`config.mk`:
```
export PLATFORM = sky130hd
export DESIGN_NAME = aap_fetch_unit
export DESIGN_NICKNAME = d
export VERILOG_FILES = /design/src/rtl/aap_fetch_unit.sv
export SDC_FILE = /design/constraint.sdc
export NUM_CORES = 1
export LEC_CHECK = 0
export CORE_MARGIN = 8
export CORE_UTILIZATION = 31
export CTS_CLUSTER_SIZE = 28
export DETAILED_ROUTE_END_ITERATION = 8
export PLACE_DENSITY = 0.6
export SYNTH_ARGS = -nofsm -noshare
export SYNTH_HDL_FRONTEND = slang
export SYNTH_SLANG_ARGS = --single-unit
export TNS_END_PERCENT = 5
```
`constraint.sdc`:
```
create_clock -name clock -period 2.3 [get_ports clock]
set_input_delay 0.46 -clock clock [delete_from_list [all_inputs] [get_ports clock]]
set_output_delay 0.46 -clock clock [all_outputs]
set_load 0.01 [all_outputs]
```
`src/rtl/aap_fetch_unit.sv`:
```
// AAP instruction fetch stage: reads 16-bit words, assembles 16/32-bit instructions,
// presents them to decode under valid/ready and handles branch redirect with flush.
module aap_fetch_unit #(
    parameter int unsigned             ADDR_WIDTH = 24,
    parameter logic [ADDR_WIDTH-1:0]   RESET_PC   = '0
) (
    input  logic                  clock,
    input  logic                  reset,
    output logic                  imem_req,
    output logic [ADDR_WIDTH-1:0] imem_addr,
    input  logic                  imem_rvalid,
    input  logic [15:0]           imem_rdata,
    input  logic                  branch_valid,
    input  logic [ADDR_WIDTH-1:0] branch_target,
    output logic [31:0]           fetchoutput,
    output logic                  fetch_is32,
    output logic                  fetch_illegal,
    output logic [ADDR_WIDTH-1:0] fetch_pc,
    output logic                  fetch_valid,
    input  logic                  decode_ready
);

    typedef enum logic [2:0] {
        IDLE     = 3'd0,
        FETCH_LO = 3'd1,
        FETCH_HI = 3'd2,
        HOLD     = 3'd3,
        DRAIN    = 3'd4
    } state_t;

    state_t                state, state_n;
    logic [ADDR_WIDTH-1:0] pc, pc_n;
    logic [15:0]           lo, lo_n;
    logic                  req_n;
    logic [ADDR_WIDTH-1:0] addr_n;
    logic [31:0]           out_n;
    logic                  is32_n, ill_n, valid_n;
    logic [ADDR_WIDTH-1:0] fpc_n;

    logic                  rv;
    logic                  handshake;
    logic [ADDR_WIDTH-1:0] pc_inc;

    // Response only counts against an outstanding request.
    assign rv        = imem_rvalid & imem_req;
    assign handshake = fetch_valid & decode_ready;
    assign pc_inc    = pc + ADDR_WIDTH'(1);

    // State register and registered outputs.
    always_ff @(posedge clock) begin
        if (reset) begin
            state         <= IDLE;
            pc            <= RESET_PC;
            lo            <= 16'h0000;
            imem_req      <= 1'b0;
            imem_addr     <= '0;
            fetchoutput   <= 32'h0000_0000;
            fetch_is32    <= 1'b0;
            fetch_illegal <= 1'b0;
            fetch_pc      <= '0;
            fetch_valid   <= 1'b0;
        end else begin
            state         <= state_n;
            pc            <= pc_n;
            lo            <= lo_n;
            imem_req      <= req_n;
            imem_addr     <= addr_n;
            fetchoutput   <= out_n;
            fetch_is32    <= is32_n;
            fetch_illegal <= ill_n;
            fetch_pc      <= fpc_n;
            fetch_valid   <= valid_n;
        end
    end

    // Next-state and next-output logic; redirect outranks everything but reset.
    always_comb begin
        state_n = state;
        pc_n    = pc;
        lo_n    = lo;
        req_n   = imem_req;
        addr_n  = imem_addr;
        out_n   = fetchoutput;
        is32_n  = fetch_is32;
        ill_n   = fetch_illegal;
        fpc_n   = fetch_pc;
        valid_n = fetch_valid;

        unique case (state)
            IDLE: begin
                if (branch_valid) begin
                    pc_n = branch_target;
                end
                state_n = FETCH_LO;
                req_n   = 1'b1;
                addr_n  = pc_n;
            end

            FETCH_LO, FETCH_HI: begin
                if (branch_valid) begin
                    pc_n = branch_target;
                    if (rv) begin
                        state_n = FETCH_LO;
                        req_n   = 1'b1;
                        addr_n  = branch_target;
                    end else begin
                        // Request still in flight: keep it on the bus, drop its data later.
                        state_n = DRAIN;
                    end
                end else if (rv) begin
                    pc_n = pc_inc;
                    if (state == FETCH_LO) begin
                        lo_n  = imem_rdata;
                        fpc_n = pc;
                        if (!imem_rdata[15]) begin
                            state_n = HOLD;
                            out_n   = {16'h0000, imem_rdata};
                            is32_n  = 1'b0;
                            ill_n   = 1'b0;
                            valid_n = 1'b1;
                            req_n   = 1'b0;
                        end else begin
                            state_n = FETCH_HI;
                            addr_n  = pc_inc;
                        end
                    end else begin
                        state_n = HOLD;
                        out_n   = {imem_rdata, lo};
                        is32_n  = 1'b1;
                        ill_n   = ~imem_rdata[15];
                        valid_n = 1'b1;
                        req_n   = 1'b0;
                    end
                end
            end

            HOLD: begin
                if (branch_valid) begin
                    pc_n    = branch_target;
                    state_n = FETCH_LO;
                    valid_n = 1'b0;
                    req_n   = 1'b1;
                    addr_n  = branch_target;
                end else if (handshake) begin
                    state_n = FETCH_LO;
                    valid_n = 1'b0;
                    req_n   = 1'b1;
                    addr_n  = pc;
                end
            end

            DRAIN: begin
                if (branch_valid) begin
                    pc_n = branch_target;
                end
                if (rv) begin
                    state_n = FETCH_LO;
                    req_n   = 1'b1;
                    addr_n  = pc_n;
                end
            end

            default: begin
                state_n = IDLE;
                req_n   = 1'b0;
                valid_n = 1'b0;
            end
        endcase
    end

endmodule

```
==> summary.txt <==
Result of the run = finished clean
Count of buffer and inverter cells on the critical path = 2
Synth top area share = 40.5%
Final slew viol count = 0
Met1 Track Usage GR = 22.4%
Placer Congestion = 0.839
Final-layout worst hold slack = 0.453 ns
Synthesized area per cell = 7.95 sq um
TritonCTS clock tree = done
Number of gates on the worst path with buffers counted = 7
Total of hold buffers inserted after clock tree synthesis = 0
Portion of the clock cycle consumed by the worst path in the final layout = 93.9%
Cell Area, Synth = 6280 sq um
Required time at the worst-slack endpoint = 2.59 ns
Leading cell types by total area after synthesis = dfxtp_1, nand2_1, a21oi_1, nor2_1, mux2i_1
Most frequently used flop master after synthesis = dfxtp_1
Post-Place Cell Area = 8190 sq um
Depth of the worst register-to-register path = 7
Tightest slew margin relative to the limit = 55.7%
H-tree depth = 4
Endpoint of the most critical register-to-register path = pc[18]$_SDFFE_PP0P_
Critical hold path startpoint = fetch_pc[23]$_SDFFE_PP0P_
Int Pwr = 4.37 mW
Maximum count of clock buffers along a single path = 2
Die boundary width = 158 um
Post-detailed-route wirelength per cell = 17.5 um
Number of nets produced by synthesis = 835
Vias after detailed routing = 6,365
Detailed Routing Iterations Pass 1 = 5
Area used by sequential logic in the layout = 2550 sq um
Biggest cell delay along the critical path = 0.52 ns
Finish-stage setup viols = 0
Static leakage = 3.02 nW
Number of enable-type register cells in the synthesized netlist = 0
Pre-CTS WS = -0.176 ns
Count of cell types in the netlist = 67
Share of synthesized registers carrying an async set or reset = 0%
Worst vdd ir = 0.462 mV
PnR Total Power = 6.23 mW
Slew at the pin closest to its max-slew limit = 0.662 ns
Most crowded layer after global routing = met2
Total detailed-routing wirelength = 21.3 mm
Remaining design rule violation count = 0
Detailed Route Iter0 Violations = 512
Die area = 25,100 sq um
Clock transition at path regs = 0.06 ns
Clock period minus final worst setup slack = 2.16 ns
Met3 Resource Use GR = 4.80%
Dominant cell type by area after synthesis = dfxtp_1
Effective utilization at floorplan = 31.3%
Vias per Instance = 5.24
Final instance area = 8740 sq um
Maximum clock skew at final layout = 0.00755 ns
Portion of total power attributed to sequential cells = 39.4%
Power density relative to cell area = 713 nW/um^2
Clock Tree Root = clkbuf_16
Net switching power = 1.87 mW
Number of global-route vias before repair = 6,160
Initial antenna violation count = 0
Port buffer count = 128
Total grt overflow = 0
Max Freq = 0.463 GHz
DIE HEIGHT = 158 um
Number of register bits inferred by synthesis = 127
Class of the worst hold path = register to register
Worst-case register-to-register setup slack = 0.14 ns
Critical Path, Cell by Cell = buf_4 -> and3b_1 -> nor2_1 -> o21ai_0 -> buf_4 -> o21ai_0 -> a31oi_1
Sum of net half-perimeters after detailed placement = 15.0 mm
Synth warnings = 0
Data arrival time of the critical path = 2.45 ns
Syn Inst Count = 789
Least setup slack across all paths after layout = 0.140 ns
Final #Nets = 977
Count of clock tree sinks = 127
Slowest cell on crit path = nor2_1
FP Rows = 52
Placeable core region = 20,000 sq um
Pin count of the biggest net entering global routing = 87
Top Ports = 129
Sequential area share after synthesis = 40.5%
Synth top cells by count = dfxtp_1, nand2_1, a21oi_1, nor2_1, clkbuf_1
Routing usage on met2 = 26.8%
Top cell family by delay on the critical path = simple AND/OR/NAND/NOR gates
Area overhead of the layout relative to synthesis = 39.3%
Count of final hold-check violations = 0
Element type at the critical path end = register
Clk pwr share = 39.8%
Hold Crit Endpoint = fetch_pc[23]$_SDFFE_PP0P_
Type of origin of the critical path = register
Finished Core Util = 43.6%
Crit path max fanout = 7
Number of antenna diodes = 0
Fill count = 2,076
Share of final-layout standard cells stronger than drive strength 1 = 13.6%
Number of violations of the max-capacitance limit = 0
Startpoint of the lowest-slack register-to-register path = state[2]$_SDFFE_PP0P_
Cell depth of the worst hold path = 2
First-pass GRT wire length = 33.8 mm
Clock latency on the worst-skew pair = 0.42 ns
Number of antenna-violating nets in the routed design = 0
Number of buffers inserted during clock tree synthesis = 17
Switching power as a share of total power = 29.9%
Global routing usage summed across all routing layers = 17.1%
Logic gate share of total power = 20.9%
Multi-input logic area = 3370 sq um
Critical Setup Path Class = register to register
Dominant cell by count in the synthesized netlist = dfxtp_1
==> through the flow <==
| stage | cells | TNS (ns) |
|---|---|---|
| 2_1_floorplan | 789 | 0 |
| 3_3_place_gp | 1182 | -0.875 |
| 3_5_place_dp | 1182 | -1.48 |
| 4_1_cts | 1214 | 0 |
| 5_1_grt | 1214 | -0.00176 |
| 6_report | 1214 | 0 |
==> worst max-delay path by stage <==
stage	end	from	slack [ns]
floorplan	pc[20]$_SDFFE_PP0P_	pc[0]$_SDFFE_PP0P_	0.19
global placement	imem_addr[12]$_SDFFE_PP0P_	imem_rvalid	-0.16
detailed placement	imem_addr[12]$_SDFFE_PP0P_	imem_rvalid	-0.18
CTS	imem_addr[23]$_SDFFE_PP0P_	state[1]$_SDFFE_PP0P_	0.04
global route	imem_addr[23]$_SDFFE_PP0P_	state[0]$_SDFFE_PP0P_	-0.002
finish	pc[18]$_SDFFE_PP0P_	state[2]$_SDFFE_PP0P_	0.14
==> timing repair <==
item / CTS / global route
buffers inserted: 0 / 0
cloned: 0 / 0
gates resized for setup: 1 / 3
endpoints found under the setup margin: 2 / 27
pin swaps: 0 / 0
==> layer usage <==
| metal | up-vias | routed length (um) |
|---|---|---|
| li1 | 3152 | - |
| met1 | 3013 | 9820 |
| met2 | 182 | 9820 |
| met3 | 18 | 1360 |
| met4 | 0 | 284 |
| met5 | - | 0 |
==> power groups by stage <==
stage | clock network [mW] | registers, mW | logic [mW]
3_3_place_gp | 0 | 2.50 | 1.29
6_report | 2.48 | 2.45 | 1.30
4_1_cts | 2.53 | 2.45 | 1.30
2_1_floorplan | 0 | 2.49 | 0.682
3_5_place_dp | 0 | 2.50 | 1.29
5_1_grt | 2.62 | 2.47 | 1.41
==> cells in the final DEF, fill, tap and decap left out, types with 7 or more instances in the layout <==
cell / n
clkdlybuf4s50_1: 126
dfxtp_1: 124
nand2_1: 116
a21oi_1: 75
nor2_1: 66
buf_4: 65
nand3_1: 26
nor3_1: 25
a22oi_1: 21
o21ai_0: 21
a211oi_1: 20
mux2i_1: 18
nand4_1: 17
clkbuf_16: 17
nand2b_1: 13
nor4_1: 10
o211ai_1: 10
o31ai_1: 10
a31oi_1: 9
inv_1: 8
and3_1: 8
and4_1: 8
o31a_1: 8
buf_12: 8
xnor2_1: 7
==> area by class of cell <==
| cell class | instances | share of cell area [%] |
|---|---|---|
| multi-input combinational | 576 | 38.5 |
| tap | 270 | 3.86 |
| clock inverter | 13 | 1.04 |
| timing repair buffer | 200 | 21.9 |
| sequential | 127 | 29.1 |
| clock buffer | 19 | 5.18 |
| inverter | 9 | 0.386 |
==> tightest hold or removal path, stage by stage, from the launching register on <==
cell	delay, ns
dfxtp_1	0.31
nand2_1	0.05
a21oi_1	0.05
==> cell families (layout without fill, tap and decap cells) <==
family,after synthesis,count (layout),synth area share (%)
buf+inv,86,241,6.16
mux,20,20,3.23
flops,127,127,40.5
fa+ha+maj,1,1,0.199
simple gates,320,320,24.6
xor+xnor,9,9,1.26
compound gates,226,226,24.1
==> registers in the layout, summed over array words and instances, names as in the netlist <==
name,count
fetch_is32,1
state,3
pc,24
lo,16
fetchoutput,32
fetch_illegal,1
fetch_valid,1
imem_addr,24
fetch_pc,24
imem_req,1
Power figures use the tool's default switching activity.
